**config.mk**
```make
export PLATFORM = sky130hd
export DESIGN_NAME = nuc_loader
export DESIGN_NICKNAME = d
export VERILOG_FILES = /design/src/rtl/nuc_loader.sv
export SDC_FILE = /design/constraint.sdc
export NUM_CORES = 1
export LEC_CHECK = 0
export ABC_AREA = 1
export CELL_PAD_IN_SITES_DETAIL_PLACEMENT = 0
export CELL_PAD_IN_SITES_GLOBAL_PLACEMENT = 2
export CORE_MARGIN = 2
export CORE_UTILIZATION = 29
export CTS_CLUSTER_DIAMETER = 40
export DETAILED_ROUTE_END_ITERATION = 10
export GPL_ROUTABILITY_DRIVEN = 0
export PLACE_DENSITY_LB_ADDON = 0.1
export SETUP_SLACK_MARGIN = 0.5
export SLEW_MARGIN = 20
export SYNTH_ARGS = -nofsm -noshare
export SYNTH_HDL_FRONTEND = slang
export SYNTH_SLANG_ARGS = --single-unit
```
**constraint.sdc**
```tcl
create_clock -name clock -period 2.7 [get_ports clock]
set_input_delay 0.54 -clock clock [delete_from_list [all_inputs] [get_ports clock]]
set_output_delay 0.54 -clock clock [all_outputs]
set_load 0.01 [all_outputs]
```
**src/rtl/nuc_loader.sv**
```systemverilog
// Streams ASCII nucleotides into a 2-bit-per-entry memory, one write per accepted
// character, until a newline terminator or until the memory is full.
module nuc_loader #(
  parameter int W  = 65536,
  parameter int AW = $clog2(W)
) (
  input  logic          clock,
  input  logic          reset_L,
  input  logic          start,
  input  logic          in_valid,
  input  logic [7:0]    in_char,
  output logic          in_ready,
  output logic          mem_we,
  output logic [AW-1:0] mem_addr,
  output logic [1:0]    mem_data,
  output logic [AW:0]   count,
  output logic          done,
  output logic          error,
  output logic          full,
  output logic [1:0]    fsm_state
);

  // Handshake: a character transfers on a rising edge where in_valid and in_ready
  // are both 1; in_ready is registered and high exactly while the FSM is in LOAD.

  typedef enum logic [1:0] {
    IDLE = 2'd0,
    LOAD = 2'd1,
    DONE = 2'd2
  } state_t;

  localparam int unsigned LAST = W - 1;

  state_t     state;
  logic       is_nuc;
  logic [1:0] code;

  always_comb begin
    is_nuc = 1'b1;
    code   = 2'b00;
    case (in_char)
      8'h41, 8'h61: code = 2'b00;
      8'h43, 8'h63: code = 2'b01;
      8'h47, 8'h67: code = 2'b10;
      8'h54, 8'h74: code = 2'b11;
      default:      is_nuc = 1'b0;
    endcase
  end

  assign fsm_state = state;

  always_ff @(posedge clock or negedge reset_L) begin
    if (!reset_L) begin
      state    <= IDLE;
      in_ready <= 1'b0;
      mem_we   <= 1'b0;
      mem_addr <= '0;
      mem_data <= 2'b00;
      count    <= '0;
      done     <= 1'b0;
      error    <= 1'b0;
      full     <= 1'b0;
    end else begin
      mem_we <= 1'b0;
      case (state)
        IDLE, DONE: begin
          if (start) begin
            state    <= LOAD;
            in_ready <= 1'b1;
            done     <= 1'b0;
            count    <= '0;
            error    <= 1'b0;
            full     <= 1'b0;
          end
        end
        LOAD: begin
          if (in_valid) begin
            if (is_nuc) begin
              mem_we   <= 1'b1;
              mem_addr <= count[AW-1:0];
              mem_data <= code;
              count    <= count + 1'b1;
              // The write that fills the memory still lands next cycle from DONE.
              if (count == LAST[AW:0]) begin
                state    <= DONE;
                in_ready <= 1'b0;
                done     <= 1'b1;
                full     <= 1'b1;
              end
            end else if (in_char == 8'h0A) begin
              state    <= DONE;
              in_ready <= 1'b0;
              done     <= 1'b1;
            end else begin
              error <= 1'b1;
            end
          end
        end
        default: begin
          state    <= IDLE;
          in_ready <= 1'b0;
          done     <= 1'b0;
        end
      endcase
    end
  end

endmodule

```
==> impl_metrics.yaml, run 1 <==
run_status:
  status: "finished clean"
clock_network:
  cts_sinks: 41
  cts_hold_buf: 0
  cts_tree: "done"
  numCtsBuffers: 5
  clk_latency_ps: 300
  clkTransAtPathRegs_ps: 90
  cts_max_level: 2
  cts_max_path_buffers: 2
  cts_root_buf: "clkbuf_8"
logic_synthesis:
  synth_cell_types: 28
  syn_area_sq_mm: 0.002158
  synth_nets: 294
  synth_fa_ha_area_share_pct: 1.159
  synth-edff-count: 0
  syn-instance-count: 280
  yosys.area.top_type: "dfrtp_1"
  netlist_top_cells_area: "dfrtp_1 (48%), nand2_1 (14%), nand3_1 (6.3%)"
  ys.flop_type: "dfrtp_1"
  ys_warn_count: 0
  avgSynthCellArea_sq_um: 7.708
  yosys.area_share.simple_pct: 31.88
  ys_seq_area_share_pct: 47.54
  synth_top_area_share_pct: 47.54
  ys_top_cells_by_count: "nand2_1 (80), dfrtp_1 (41), inv_1 (29)"
  ys_seq_elements: 41
  synth_xor_area_share_pct: 2.435
  async_flop_share_pct: 100.0
  synthMuxAreaShare_pct: 0
  synth_compound_area_share_pct: 8.986
  yosysMostFrequentCell: "nand2_1"
  synth_top_family_by_area: "simple AND/OR/NAND/NOR gates"
power_and_ir_drop:
  powerDensity_mw_per_mm2: 619.8
  power.total_mw: 1.822
  peakVddDrop_mv: 0.3655
  p_int_mw: 1.247
  p_clk_share_pct: 32.8
  power.leakage_nw: 1.308
  combPwrFrac_pct: 28.0
  p_seq_share_pct: 39.2
  netSwitchingFraction_pct: 31.54
  p_sw_mw: 0.5745
floorplan:
  die_area_sq_mm: 0.008149
  core-area_sq_mm: 0.007214
  rows: 31
  die_w_um: 90.27
  die_y_um: 90.27
  initial_core_util_pct: 29.92
  ios: 54
worst_setup_path:
  crit_path_end_kind: "flip-flop"
  cp_slowest_cell: "dfrtp_1"
  crit_chain: "ha_1, nand2_1, nor2_1, nand2_1, nor4_2, ha_1, or2_0, inv_1, nand2_1, nand3_1, nand2_1, nand2_1"
  worst_setup_path_start_kind: "flip-flop"
  cp_common_cell: "nand2_1"
  r2r_cells: 12
  max_stage_delay_ps: 380
  cp_data_arrival_time_ps: 2180
  critPathKind: "reg2reg"
  cp.required_ps: 2880
  crit_path_max_fanout: 3
sta:
  setup_tns_ps: 0
  fin_worst_skew_ps: 13.19
  min_period_ps: 1998
  post-route-period-util_pct: 73.99
  hold_viol: 0
  slew_headroom_pct: 63.43
  rsz0062_at_grt: "false"
  slew_viol_final: 0
  worst_pin_slew_ps: 548.6
  max_freq_mhz: 500.5
  finalSetupViolations: 0
placed_design:
  portBuffers: 53
  dp_hpwl_mm: 3.949
  dp_cells: 428
global_routing:
  grt_busiest_layer: "met2"
  grt_pass1_wl_mm: 9.370
  first_global_vias: 1876
  grt_use_met3_pct: 3.005
  grt_max_degree: 42
  grtUsageMet1_pct: 18.76
  met2_usage_pct: 23.43
  grt_antenna_before_repair: 0
  grt_overflow: 0
  grt_usage_pct: 14.03
final_layout:
  final_layout_size_suffix_gt1_share_pct: 7.965
  area_growth_pct: 36.17
  final_cells: 438
  fin_nets: 352
  diodes: 0
routing:
  drtAntennaViolNets: 0
  firstDrtPassIters: 4
  routed_wl_mm: 5.437
  via_per_inst: 4.479
  vias: 1962
  wl_per_cell_um: 12.41
  drtIter0Drc: 86
  drc_errors: 0
worst_hold_path:
  hold_path.class: "in2async"
flow_run:
  maxCapViolCount: 0
==> kinds of logic (layout without fill, tap and decap cells) <==
group                    Yosys count  in the layout
AO/OA/AOI/OAI                     36             36
adder cells (fa/ha/maj)            2              2
buffers and inverters             40             99
flip-flops                        41             41
XOR/XNOR                           6              6
AND/OR/NAND/NOR                  155            155
==> power by group through the flow <==
stage	Clock (mW)	Sequential, mW	Combinational, mW
5_1_grt	0.642	0.724	0.570
2_1_floorplan	0	0.754	0.264
4_1_cts	0.614	0.719	0.499
3_5_place_dp	0	0.730	0.496
3_3_place_gp	0	0.729	0.497
6_report	0.598	0.713	0.510
==> routing by layer <==
metal  vias to the layer above  part of all wire [%]
met5                         -                     0
met4                         0                  0.77
met3                         4                   3.7
met2                        38                    47
met1                       902                    48
li1                       1018                     -
==> area by class of cell <==
class	instances	area [sq um]
Fill cell	781	4275
Clock inverter	3	65.06
Clock buffer	5	68.82
Sequential cell	41	1026
Inverter	33	123.9
Multi-Input combinational cell	199	965.9
Timing Repair Buffer	58	565.5
Tap cell	99	123.9
==> critical path, delay by kind of cell, from the launching register on <==
family	cells	cell delay, ps
adders and majority gates	2	420
buffers and inverters	1	40
DFF	1	380
and+or+nand+nor	9	1050
==> placed cells by master, fill, tap and decap left out <==
cell             instances
a21oi_1                  3
and2_1                   1
buf_4                    6
bufinv_16                2
clkbuf_8                 5
clkdlybuf4s50_1         52
clkinv_2                 1
dfrtp_1                 41
ha_1                     2
inv_1                   29
inv_2                    4
nand2_1                 80
nand2_2                  1
nand2_4                  3
nand3_1                 27
nand3_2                  1
nand4_1                  7
nor2_1                  28
nor2_2                   1
nor2_4                   1
nor3_1                   2
nor3b_1                  1
nor4_2                   1
o21ai_0                 12
o21ai_1                 18
o21ai_4                  1
o22ai_1                  2
or2_0                    1
xor2_1                   6
==> state kept, by name, summed over array words and instances, names as in the netlist <==
register and flops:
count 17, mem_addr 16, fsm_state 2, mem_data 2, error 1, full 1
in_ready 1, mem_we 1
==> worst paths after layout <==
| kind | startpoint | endpoint | slack [ps] |
|---|---|---|---|
| setup / recovery | count[1]$_DFFE_PN0P_ | in_ready$_DFFE_PN0P_ | 700 |
| hold reg to reg | in_ready$_DFFE_PN0P_ | in_ready$_DFFE_PN0P_ | 480 |
| min in group clock | in_ready$_DFFE_PN0P_ | in_ready$_DFFE_PN0P_ | 480 |
| setup reg to reg | count[1]$_DFFE_PN0P_ | in_ready$_DFFE_PN0P_ | 700 |
| max in group asynchronous | reset_L | mem_addr[6]$_DFFE_PN0P_ | 2090 |
| hold / removal | reset_L | mem_addr[3]$_DFFE_PN0P_ | 210 |
==> stage by stage <==
step	setup WS, ps	util, %	hold slack (ps)	cell area [sq um]
detailed placement	438.7	38.55	462.1	2781
finish	702.2	40.74	212.5	2939
CTS	594.5	40.50	433.3	2922
global route	496.5	40.74	267.5	2939
global placement	464.7	38.55	464.3	2781
floorplan	788.5	-	244.4	2158
==> timing repair <==
action,CTS,global route
resized for setup,1,0
buffers inserted,0,2
endpoints found under the setup margin,3,3
(Power assumes the default switching activity.)
==> run 2: changes to the inputs <==
- CORE_UTILIZATION: 29 -> 25
- clock period: 2.7 -> 1.8 ns (I/O delays scaled with it)
==> run 2 against run 1 <==
  * Register-to-register slack worse by 600 ps
  * Fmax up 18%
  * Sequential share of layout area down 9.5 points
  * Largest power group is now combinational cells
  * Via count up 20%
  * First-iteration DRC count down 19%
==> impl_metrics.yaml, run 2 (synthesized netlist as in run 1, its figures left out) <==
floorplan:
  ios: 54
  initial_core_util_pct: 26.01
  rows: 33
  die_w_um: 96.92
  die_y_um: 96.92
  core-area_sq_mm: 0.008299
  die_area_sq_mm: 0.009393
worst_hold_path:
  hold_path.class: "reg2reg"
  holdPathEnd: "in_ready$_DFFE_PN0P_"
  hp-start: "in_ready$_DFFE_PN0P_"
  hold_path_depth: 2
global_routing:
  grt_antenna_before_repair: 0
  grt_usage_pct: 15.63
  grt_pass1_wl_mm: 11.93
  first_global_vias: 2359
  grt_overflow: 0
  grt_max_degree: 17
worst_setup_path:
  worst_setup_path_start_kind: "flip-flop"
  critPathKind: "reg2reg"
  max_stage_delay_ps: 390
  r2r_setup_slack_ps: 100
  crit_path_end_kind: "flip-flop"
  cp_data_arrival_time_ps: 1890
  reg2reg_to: "fsm_state[1]$_DFFE_PN0P_"
  crit_path_max_fanout: 3
  cp_slowest_cell: "dfrtp_1"
  r2r_cells: 12
  crit_chain: "ha_4, nand2_4, nor2_4, nand2_2, nor4_4, ha_2, or2_0, inv_1, nand2_2, nand3_2, nand2_1, nand2_1"
  r2r-start: "count[1]$_DFFE_PN0P_"
  cp.required_ps: 1990
placed_design:
  dp_hpwl_mm: 4.702
  portBuffers: 53
  place_ws_ps: -105.1
  dp_cells: 464
final_layout:
  fin_nets: 429
  diodes: 0
  reg_top3: "count (17), mem_addr (16)"
  area_growth_pct: 87.77
  largest_reg_flops: 17
  final_layout_size_suffix_gt1_share_pct: 54.57
  final_cells: 521
  final_cell_mix: "buf_6 (44), nand2_1 (42), buf_4 (42), dfrtp_1 (38), nand2_2 (28)"
  top_register: "count"
  layout_commonest_cell: "buf_6"
power_and_ir_drop:
  p_int_mw: 2.109
  p_clk_share_pct: 24.6
  p_seq_share_pct: 32.8
  combPwrFrac_pct: 42.6
  netSwitchingFraction_pct: 35.40
  peakVddDrop_mv: 0.3755
  power.leakage_nw: 1.938
  powerDensity_mw_per_mm2: 805.5
  p_sw_mw: 1.156
routing:
  drc_errors: 0
  via_per_inst: 4.509
  routed_wl_mm: 7.426
  drtAntennaViolNets: 0
  wl_per_cell_um: 14.25
  firstDrtPassIters: 4
  drtIter0Drc: 70
  vias: 2349
sta:
  fin_ws_ps: 103.0
  setup_tns_ps: 0
  rsz0062_at_grt: "true"
  finalSetupViolations: 0
  slew_viol_final: 0
  max_freq_mhz: 589.3
  post-route-period-util_pct: 94.28
  min_period_ps: 1697
  hold_viol: 0
  slew_headroom_pct: 73.26
  fin_worst_skew_ps: 4.213
  worst_pin_slew_ps: 401.1
clock_network:
  clk_latency_ps: 300
  cts_sinks: 41
  clkTransAtPathRegs_ps: 90
  cts_tree: "done"
  cts_max_level: 2
  cts_max_path_buffers: 2
  numCtsBuffers: 5
  cts_root_buf: "clkbuf_8"
flow_run:
  maxCapViolCount: 0
run_status:
  status: "finished clean"
-- run 2: critical path, delay by kind of cell, from the launching register on --
family	cells	cell delay, ps
fa+ha+maj	2	380
buf+inv	1	50
flops	1	390
simple gates	9	760
-- run 2: power by group through the flow --
| stage | sequential (mW) | clock (mW) | combinational (mW) |
|---|---|---|---|
| 4_1_cts | 1.06 | 0.817 | 1.27 |
| 6_report | 1.07 | 0.803 | 1.39 |
| 3_5_place_dp | 1.09 | 0 | 0.884 |
| 5_1_grt | 1.08 | 0.849 | 1.49 |
| 3_3_place_gp | 1.09 | 0 | 0.880 |
| 2_1_floorplan | 1.13 | 0 | 0.405 |
-- run 2: timing repair --
item	CTS	global route
gates cloned	6	0
pin swaps	19	22
resized for setup	206	120
setup buffers	25	17
setup endpoints to repair	83	77
endpoints found under the hold margin	14	0
hold buffers	1	0
-- run 2: per-layer routing --
layer / GRT usage [%] / routed length (um) / vias up
met5: 0 / 0 / -
met4: 3.034 / 46 / 0
met2: 27.30 / 3734 / 37
met1: 20.24 / 3392 / 1123
met3: 2.890 / 253 / 4
li1: - / - / 1185
-- run 2: per-stage QoR --
| stage | util [%] | total power, mW | hold WS (ps) | instance area [sq um] |
|---|---|---|---|---|
| after floorplan | - | 1.537 | 64.41 | 2188 |
| after global placement | 36.98 | 1.966 | 303.0 | 3069 |
| after CTS | 44.67 | 3.147 | 477.9 | 3707 |
| after global routing | 48.83 | 3.428 | 520.9 | 4053 |
| after detailed placement | 36.98 | 1.970 | 302.1 | 3069 |
| final | 48.83 | 3.264 | 476.8 | 4053 |
-- run 2: worst max path at each step --
| stage | from | end | cells past startpoint |
|---|---|---|---|
| 6_report | count[1]$_DFFE_PN0P_ | fsm_state[1]$_DFFE_PN0P_ | 12 |
| 5_1_grt | count[1]$_DFFE_PN0P_ | in_ready$_DFFE_PN0P_ | 12 |
| 4_1_cts | count[1]$_DFFE_PN0P_ | fsm_state[1]$_DFFE_PN0P_ | 12 |
| 3_5_place_dp | in_char[6] | count[1]$_DFFE_PN0P_ | 9 |
| 3_3_place_gp | in_char[6] | count[1]$_DFFE_PN0P_ | 9 |
| 2_1_floorplan | count[1]$_DFFE_PN0P_ | fsm_state[0]$_DFFE_PN0P_ | 12 |
-- run 2: area by class of cell --
cell class,count,area (sq um)
Fill cell,831,4247
Tap cell,105,131.4
Timing Repair Buffer,133,1252
Clock inverter,1,30.03
Sequential cell,41,1030
Inverter,33,146.4
Multi-Input combinational cell,201,1376
Clock buffer,7,86.33
